[config.mk]
export PLATFORM = sky130hd
export DESIGN_NAME = mux_rr_buffered
export DESIGN_NICKNAME = d
export VERILOG_FILES = /design/src/rtl/mux_rr_buffered.sv
export SDC_FILE = /design/constraint.sdc
export NUM_CORES = 1
export LEC_CHECK = 0
export ABC_AREA = 1
export CAP_MARGIN = 20
export CELL_PAD_IN_SITES_DETAIL_PLACEMENT = 1
export CELL_PAD_IN_SITES_GLOBAL_PLACEMENT = 1
export CORE_UTILIZATION = 38
export CTS_CLUSTER_DIAMETER = 100
export DETAILED_ROUTE_END_ITERATION = 7
export PLACE_DENSITY_LB_ADDON = 0.1
export SYNTH_ARGS = -nofsm -noshare
export SYNTH_HDL_FRONTEND = slang
export SYNTH_HIERARCHICAL = 1
export SYNTH_SLANG_ARGS = --single-unit
[constraint.sdc]
create_clock -name clk -period 2.8 [get_ports clk]
set_clock_uncertainty 0.05 [all_clocks]
set_input_delay 0.7 -clock clk [delete_from_list [all_inputs] [get_ports clk]]
set_output_delay 0.7 -clock clk [all_outputs]
set_load 0.02 [all_outputs]
[src/rtl/mux_rr_buffered.sv]
// N-channel buffered mux: each channel fills its own FIFO, and a round-robin arbiter
// drains the FIFOs onto one registered valid/ready output stream.

module mux_rr_fifo #(
  parameter int DATA_WIDTH = 8,
  parameter int DEPTH      = 4
) (
  input  logic                  clk,
  input  logic                  reset_L,
  input  logic                  push,
  input  logic                  pop,
  input  logic [DATA_WIDTH-1:0] wdata,
  output logic [DATA_WIDTH-1:0] head,
  output logic                  full,
  output logic                  empty
);

  localparam int PW = $clog2(DEPTH);
  localparam int CW = PW + 1;

  logic [DATA_WIDTH-1:0] mem [DEPTH];
  logic [PW-1:0]         wr_ptr;
  logic [PW-1:0]         rd_ptr;
  logic [CW-1:0]         count;
  logic                  push_ok;
  logic                  pop_ok;

  assign full    = (count == CW'(DEPTH));
  assign empty   = (count == '0);
  assign head    = mem[rd_ptr];
  assign push_ok = push & ~full;
  assign pop_ok  = pop & ~empty;

  always_ff @(posedge clk) begin
    if (!reset_L) begin
      wr_ptr <= '0;
      rd_ptr <= '0;
      count  <= '0;
    end else begin
      if (push_ok) wr_ptr <= wr_ptr + PW'(1);
      if (pop_ok)  rd_ptr <= rd_ptr + PW'(1);
      case ({push_ok, pop_ok})
        2'b10:   count <= count + CW'(1);
        2'b01:   count <= count - CW'(1);
        default: count <= count;
      endcase
    end
  end

  // Storage needs no reset: entries are only read once counted in.
  always_ff @(posedge clk) begin
    if (push_ok) mem[wr_ptr] <= wdata;
  end

endmodule

module mux_rr_buffered #(
  parameter int DATA_WIDTH = 8,
  parameter int NUM_CH     = 4,
  parameter int DEPTH      = 4
) (
  input  logic                         clk,
  input  logic                         reset_L,
  input  logic [NUM_CH*DATA_WIDTH-1:0] data_in,
  input  logic [NUM_CH-1:0]            valid_in,
  input  logic                         out_ready,
  output logic [NUM_CH-1:0]            full,
  output logic [NUM_CH-1:0]            overflow,
  output logic                         valid_out,
  output logic [DATA_WIDTH-1:0]        data_out,
  output logic [$clog2(NUM_CH)-1:0]    ch_out
);

  localparam int CHW = $clog2(NUM_CH);

  logic [DATA_WIDTH-1:0] head [NUM_CH];
  logic [NUM_CH-1:0]     empty;
  logic [NUM_CH-1:0]     push;
  logic [NUM_CH-1:0]     pop;
  logic [CHW-1:0]        last_grant;
  logic [CHW-1:0]        grant_idx;
  logic [CHW-1:0]        cand;
  logic                  grant_found;
  logic                  advance;

  // Full is the registered state, so a same-cycle pop never frees room for a push.
  assign push    = valid_in & ~full;
  assign advance = ~valid_out | out_ready;

  for (genvar gi = 0; gi < NUM_CH; gi++) begin : g_ch
    mux_rr_fifo #(
      .DATA_WIDTH(DATA_WIDTH),
      .DEPTH     (DEPTH)
    ) u_fifo (
      .clk    (clk),
      .reset_L(reset_L),
      .push   (push[gi]),
      .pop    (pop[gi]),
      .wdata  (data_in[gi*DATA_WIDTH +: DATA_WIDTH]),
      .head   (head[gi]),
      .full   (full[gi]),
      .empty  (empty[gi])
    );
  end

  // Scan starts just after the last winner so each non-empty channel gets its turn.
  always_comb begin
    grant_found = 1'b0;
    grant_idx   = '0;
    cand        = '0;
    for (int k = 1; k <= NUM_CH; k++) begin
      cand = CHW'((int'(last_grant) + k) % NUM_CH);
      if (!grant_found && !empty[cand]) begin
        grant_found = 1'b1;
        grant_idx   = cand;
      end
    end
  end

  always_comb begin
    pop = '0;
    if (advance && grant_found) pop[grant_idx] = 1'b1;
  end

  always_ff @(posedge clk) begin
    if (!reset_L) begin
      overflow <= '0;
    end else begin
      overflow <= overflow | (valid_in & full);
    end
  end

  // Output register holds its word and the arbiter pointer while stalled.
  always_ff @(posedge clk) begin
    if (!reset_L) begin
      valid_out  <= 1'b0;
      data_out   <= '0;
      ch_out     <= '0;
      last_grant <= CHW'(NUM_CH - 1);
    end else if (advance) begin
      if (grant_found) begin
        valid_out  <= 1'b1;
        data_out   <= head[grant_idx];
        ch_out     <= grant_idx;
        last_grant <= grant_idx;
      end else begin
        valid_out <= 1'b0;
        data_out  <= '0;
        ch_out    <= '0;
      end
    end
  end

endmodule

==> out/metrics.yaml, run 1 <==
synth_cell_types: 26
post_drt_wl_per_cell_um: 16.49
ant_nets: 0
hold_class: "reg2reg"
netlist_area_sq_um: 8134
synthCells: 816
startpoint_type: "flop"
viasPerCell: 4.918
syn_avg_cell_area_sq_um: 9.968
gp_congestion: 0.7755
status: "finished, violations left"
grt_overflow_total: 0
core_sq_um: 21020
path_delay_family: "simple AND/OR/NAND/NOR gates"
grt_pass1_wl_um: 33590
worstHoldPathCells: 2
via_count: 6221
cts-root-buf: "clkbuf_16"
grt_pass1_vias: 6681
max_freq_ghz: 0.3525
drc: 2
drt_iter0_markers: 233
rsz0062_at_grt: "yes"
ios: 58
clock_sinks: 181
grt_usage_pct: 20.11
finalNetCount: 1040
cpPeakStageDelay_ns: 0.37
cts.clk_slew.worst_paths_ns: 0.07
cp_max_fo: 3
placed_area_sq_um: 9533
port_buffers: 57
worst-path-stages: 26
powerDensity_nw_per_um2: 1178
arrival_ns: 3.12
ys_ff_latch: 181
htreeDepth: 4
hold_viol: 0
dr.pass1.iters: 6
path_class: "reg2reg"
ir_drop_mv: 0.6537
chipWidth_um: 148.3
crit_buf_inv: 6
dieHeight_um: 148.3
slowest_stage: "fa_2"
antenna_found_initial: 0
slew-limit-headroom_pct: 61.22
drive_gt1_share_pct: 26.87
setup_ws_ns: -0.03702
start_util_pct: 38.69
fin_area_sq_um: 10600
reg2regPathDepth: 26
finalSetupTns_ns: -0.09734
p_leak_nw: 4.304
fin_crit_ns: 2.837
grt_max_degree: 18
end_kind: "flop"
syn_nets: 879
hpwlAfterDp_um: 14730
violations: "design-rule violations, negative setup slack"
worst_pin_slew_ns: 0.5809
yosysWarnings: 6
slew_violations: 0
antennaDiodeCount: 0
syn2layout_area_growth_pct: 30.30
drt-total-wl_um: 20860
cts_tree: "done"
die_area_sq_um: 21990
critPathRequiredTime_ns: 3.08
row_count: 53
setup_violations: 3
finalCritPeriodShare_pct: 101.3
max_cap_violations: 0
cts_hold_buffers: 0
cts_buffer_depth: 2
synth-seq-area-share_pct: 60.30
cts_buffers: 17
critPathMostFrequentCell: "nand2_2"
clk_latency_ns: 0.44
-- synth_stat cells, drive strengths merged --
cell | n | area share [%]
nand4 | 4 | 0.49
inv | 120 | 5.6
o21ai | 75 | 5.2
nand3 | 45 | 2.9
nand2 | 155 | 8.7
nor2 | 131 | 6.2
ha | 20 | 3.1
dfxtp | 53 | 13
buf | 11 | 1.5
clkbuf | 2 | 0.092
fa | 4 | 0.98
a21oi | 31 | 2.0
o22ai | 32 | 2.5
edfxtp | 128 | 47
o211ai | 2 | 0.18
nand3b | 3 | 0.28
-- report_power, final --
part,switching (mW),internal (mW),leakage (nW)
Combinational,3.64,2.73,2.40
Clock,1.05,1.44,0.297
Sequential,0.280,3.34,1.61
Total,4.97,7.51,4.30
-- registers in the layout, summed over array words and instances (netlist names), named ones only --
register            flops
ch_out                  2
data_out                8
g_ch.u_fifo/count      12
g_ch.u_fifo/mem       128
g_ch.u_fifo/rd_ptr      8
g_ch.u_fifo/wr_ptr      8
last_grant              2
overflow                4
valid_out               1
-- stage by stage --
| step | power [mW] | hold slack [ns] | worst slack [ns] | utilization [%] | std cells |
|---|---|---|---|---|---|
| final | 12.48 | 0.4189 | -0.03702 | 50.42 | 1265 |
| after global routing | 13.33 | 0.4581 | -0.2518 | 50.42 | 1265 |
| after CTS | 12.23 | 0.4217 | -0.05075 | 49.69 | 1259 |
| after detailed placement | 9.007 | 0.4113 | -0.3389 | 45.35 | 1210 |
| after global placement | 8.792 | 0.3968 | -0.2536 | 45.35 | 1210 |
| after floorplan | 6.832 | 0.4122 | 0.0003644 | - | 816 |
-- cell usage in the layout, fill, tap and decap left out, types with 11 or more instances in the layout --
cell,synthesis,final
edfxtp_1,128,128
nor2_1,126,118
nand2_1,123,99
inv_1,113,95
buf_4,0,94
o21ai_0,57,57
clkdlybuf4s50_1,0,56
dfxtp_1,53,43
nand2_2,23,41
nand3_1,44,37
o22ai_1,32,32
a21oi_1,30,28
inv_2,6,22
clkbuf_16,0,17
ha_1,20,16
nand2_4,9,15
o21ai_2,13,13
nor2_4,0,11
-- path summary, 6_finish.rpt --
check / endpoint / slack, ns / start
setup reg to reg: g_ch[2].u_fifo/count[2] / -0.04 / g_ch[1].u_fifo/count[0]
hold reg to reg: ch_out[1] / 0.42 / ch_out[1]
setup / recovery: g_ch[2].u_fifo/count[2] / -0.04 / g_ch[1].u_fifo/count[0]
hold / removal: ch_out[1] / 0.42 / ch_out[1]
-- worst register-to-register path: cells and delay by family, from the launching register on --
| family | cells | cell delay [ns] |
|---|---|---|
| buffers and inverters | 6 | 0.40 |
| adder cells (fa/ha/maj) | 2 | 0.52 |
| flip-flops | 1 | 0.34 |
| AO/OA/AOI/OAI | 1 | 0.17 |
| AND/OR/NAND/NOR | 17 | 1.26 |
-- metal layers --
| layer | up-vias | routed length, um | GRT usage (%) | part of all wire (%) |
|---|---|---|---|---|
| met1 | 3065 | 8758 | 23.02 | 42 |
| li1 | 3038 | - | - | - |
| met5 | - | 0 | 0 | 0 |
| met4 | 0 | 485 | 8.247 | 2.3 |
| met2 | 85 | 11070 | 37.09 | 53 |
| met3 | 33 | 549 | 3.221 | 2.6 |
-- cell families after synthesis --
family	after synthesis	synth area share, %
compound gates	140	9.814
fa+ha+maj	24	4.061
buf+inv	133	7.245
flops	181	60.30
simple gates	338	18.58
-- layout make-up --
class	count	area (sq um)
multi-input cells	502	2927
flip-flops and latches	181	4917
fillers	2325	10420
inverters	120	462.9
clock buffers	19	442.9
clock inverters	13	167.7
repair buffers	155	1338
well taps	275	344.1
-- timing repair --
action / 4_1_cts / 5_1_grt
hold endpoints to repair: 0 / 0
cloned: 0 / 0
setup buffers: 17 / 6
setup endpoints to repair: 8 / 8
gates resized for setup: 62 / 35
pin swaps: 25 / 21
(Power assumes the default switching activity.)
==> run 2: changes to the inputs <==
ABC_AREA = default   (was 1)
==> run 2 against run 1 <==
  * The flow finishes with violations (negative setup slack)
  * Core utilization down 0.45 points
  * Cell count down 29%
  * Die area down 6.9%
  * Cell area down 8.2%
  * Wire length down 19%
  * Critical path depth down 13
  * Synthesized cell count down 38%
  * Largest cell class unchanged
  * First-iteration DRC count down 30%
  * Synthesized area down 7.0%
==> out/metrics.yaml, run 2 <==
status: "finished, violations left"
violations: "negative setup slack"
arrival_ns: 3.30
critPathRequiredTime_ns: 3.11
slowest_stage: "a221o_1"
seqPwrFrac_pct: 35.0
row_count: 51
grt_usage_pct: 17.51
top_register: "g_ch.u_fifo/mem"
fin_area_sq_um: 9726
hold_viol: 0
syn_nets: 565
synth_area_leaders: "edfxtp_1, dfxtp_1, mux4_2"
setup_violations: 5
placed_area_sq_um: 8922
synth_largest_area_cell: "edfxtp_1"
cpPeakStageDelay_ns: 0.40
grtUsageMet1_pct: 20.67
p_leak_nw: 3.464
core_sq_um: 19460
antennaDiodeCount: 0
largest_reg_flops: 128
finalSetupTns_ns: -0.4797
port_buffers: 57
hpwlAfterDp_um: 12010
cts_buffers: 17
comb_power_share_pct: 40.7
ios: 58
viasPerCell: 4.992
worst_pin_slew_ns: 0.5864
grt_pass1_wl_um: 25810
drt-total-wl_um: 16800
layout_common_cells: "edfxtp_1, buf_4, clkdlybuf4s50_1, dfxtp_1, nand2_1"
start_util_pct: 38.89
syn2layout_area_growth_pct: 28.50
use_met3_pct: 4.024
drt_iter0_markers: 162
startpoint_type: "flop"
p_int_mw: 7.116
layout_commonest_cell: "edfxtp_1"
grt_max_degree: 32
reg_top3: "g_ch.u_fifo/mem: 128 flops, g_ch.u_fifo/count: 12 flops"
slew-limit-headroom_pct: 60.85
cp_max_fo: 4
end_kind: "flop"
drc: 0
max_cap_violations: 0
synth_most_common_cell: "edfxtp_1"
synth_flop_cell: "edfxtp_1"
syn_avg_cell_area_sq_um: 15.08
antenna_found_initial: 0
ys_ff_latch: 181
critPathMostFrequentCell: "nor3_4"
synth-seq-area-share_pct: 64.80
die_area_sq_um: 20490
htreeDepth: 4
max_freq_ghz: 0.3342
finalCritPeriodShare_pct: 106.9
path_delay_family: "simple AND/OR/NAND/NOR gates"
use_met2_pct: 30.83
rsz0062_at_grt: "yes"
netSwitchingFraction_pct: 32.82
finalNetCount: 683
ir_drop_mv: 0.6114
ant_nets: 0
chipWidth_um: 143.1
slew_violations: 0
switching_power_mw: 3.477
synth_top_area_share_pct: 50.79
grt_overflow_total: 0
clkPwrFrac_pct: 24.3
grt_pass1_vias: 4760
clock_sinks: 181
p_total_mw: 10.59
via_count: 4483
cts-root-buf: "clkbuf_16"
cts_tree: "done"
dr.pass1.iters: 4
clk_latency_ns: 0.43
drive_gt1_share_pct: 27.33
cts_buffer_depth: 2
synthArstFlopShare_pct: 0
ys_top_cells_by_count: "edfxtp_1, dfxtp_1, nand2_1"
top_usage_layer: "met2"
cts.clk_slew.worst_paths_ns: 0.07
dieHeight_um: 143.1
cts_hold_buffers: 0
dp_cells: 859
synth_edf_count: 128
gp_congestion: 0.7389
n_fill_cell: 1875
netlist_area_sq_um: 7569
crit_buf_inv: 2
crit_chain: "nor3_4 > nor2b_2 > o21bai_1 > a221o_1 > buf_6 > nor3_4 > nor2b_4 > ha_4 > inv_2 > fa_2 > xor2_1 > or3_1 > a21boi_1"
path_class: "reg2reg"
post_drt_wl_per_cell_um: 18.71
synthCells: 502
finalNonFillerCells: 898
powerDensity_nw_per_um2: 1089
fin_crit_ns: 2.992
hold_class: "reg2reg"
synth_cell_types: 40
yosysWarnings: 6
setup_ws_ns: -0.1922
dp_slack_ns: -0.4735
==> run 2: what timing repair did <==
action                                  in CTS  in global routing
cloned                                       1                  0
gates resized for setup                     18                  8
pin swaps                                    9                  5
endpoints found under the setup margin       8                 10
hold endpoints to repair                     0                  0
setup buffers                                4                  2
==> run 2: path summary, 6_finish.rpt <==
check,startpoint,to,slack (ns),cells after the start
max reg2reg,g_ch[1].u_fifo/count[1],g_ch[2].u_fifo/count[2],-0.19,13
min,overflow[3],overflow[3],0.42,2
min reg2reg,overflow[3],overflow[3],0.42,2
max,g_ch[1].u_fifo/count[1],g_ch[2].u_fifo/count[2],-0.19,13
==> run 2: worst register-to-register path, cell delays in order (launching register included) <==
cell and delay (ns):
dfxtp_2 0.34, nor3_4 0.28, nor2b_2 0.08, o21bai_1 0.16, a221o_1 0.40, buf_6 0.16, nor3_4 0.17, nor2b_4 0.20
ha_4 0.15, inv_2 0.03, fa_2 0.33, xor2_1 0.15, or3_1 0.30, a21boi_1 0.13
==> run 2: per-stage QoR <==
stage	hold slack, ns	utilization (%)
final	0.4220	49.97
after global routing	0.4445	49.97
after CTS	0.4291	49.81
after detailed placement	0.4091	45.84
after global placement	0.3969	45.84
after floorplan	0.4060	-
==> run 2: layout make-up <==
class / count / area (sq um) / area share, %
inverter: 26 / 97.59 / 1.003
multi-input combinational: 272 / 2608 / 26.81
tap: 265 / 331.6 / 3.409
clock inverter: 15 / 216.5 / 2.226
timing repair buffer: 122 / 1137 / 11.69
sequential: 181 / 4910 / 50.48
clock buffer: 17 / 425.4 / 4.374
==> run 2: kinds of logic (layout without fill, tap and decap cells) <==
family	after synthesis	count (layout)	synth area share [%]
simple gates	142	143	10.86
buf+inv	50	180	2.909
mux	53	53	12.35
xor+xnor	8	8	0.9257
flops	181	181	64.80
compound gates	44	44	3.786
fa+ha+maj	24	24	4.364
==> run 2: per-layer routing <==
layer	vias to the layer above	part of all wire, %
met3	16	3.3
met4	0	1.8
li1	2106	-
met2	80	52
met5	-	0
met1	2281	43
==> run 2: power groups by stage <==
stage	Combinational (mW)	Clock, mW	Sequential [mW]
floorplan	2.52	0	3.68
finish	4.31	2.57	3.71
detailed placement	4.00	0	3.76
global placement	3.87	0	3.73
global route	4.68	2.73	3.77
CTS	4.31	2.65	3.72
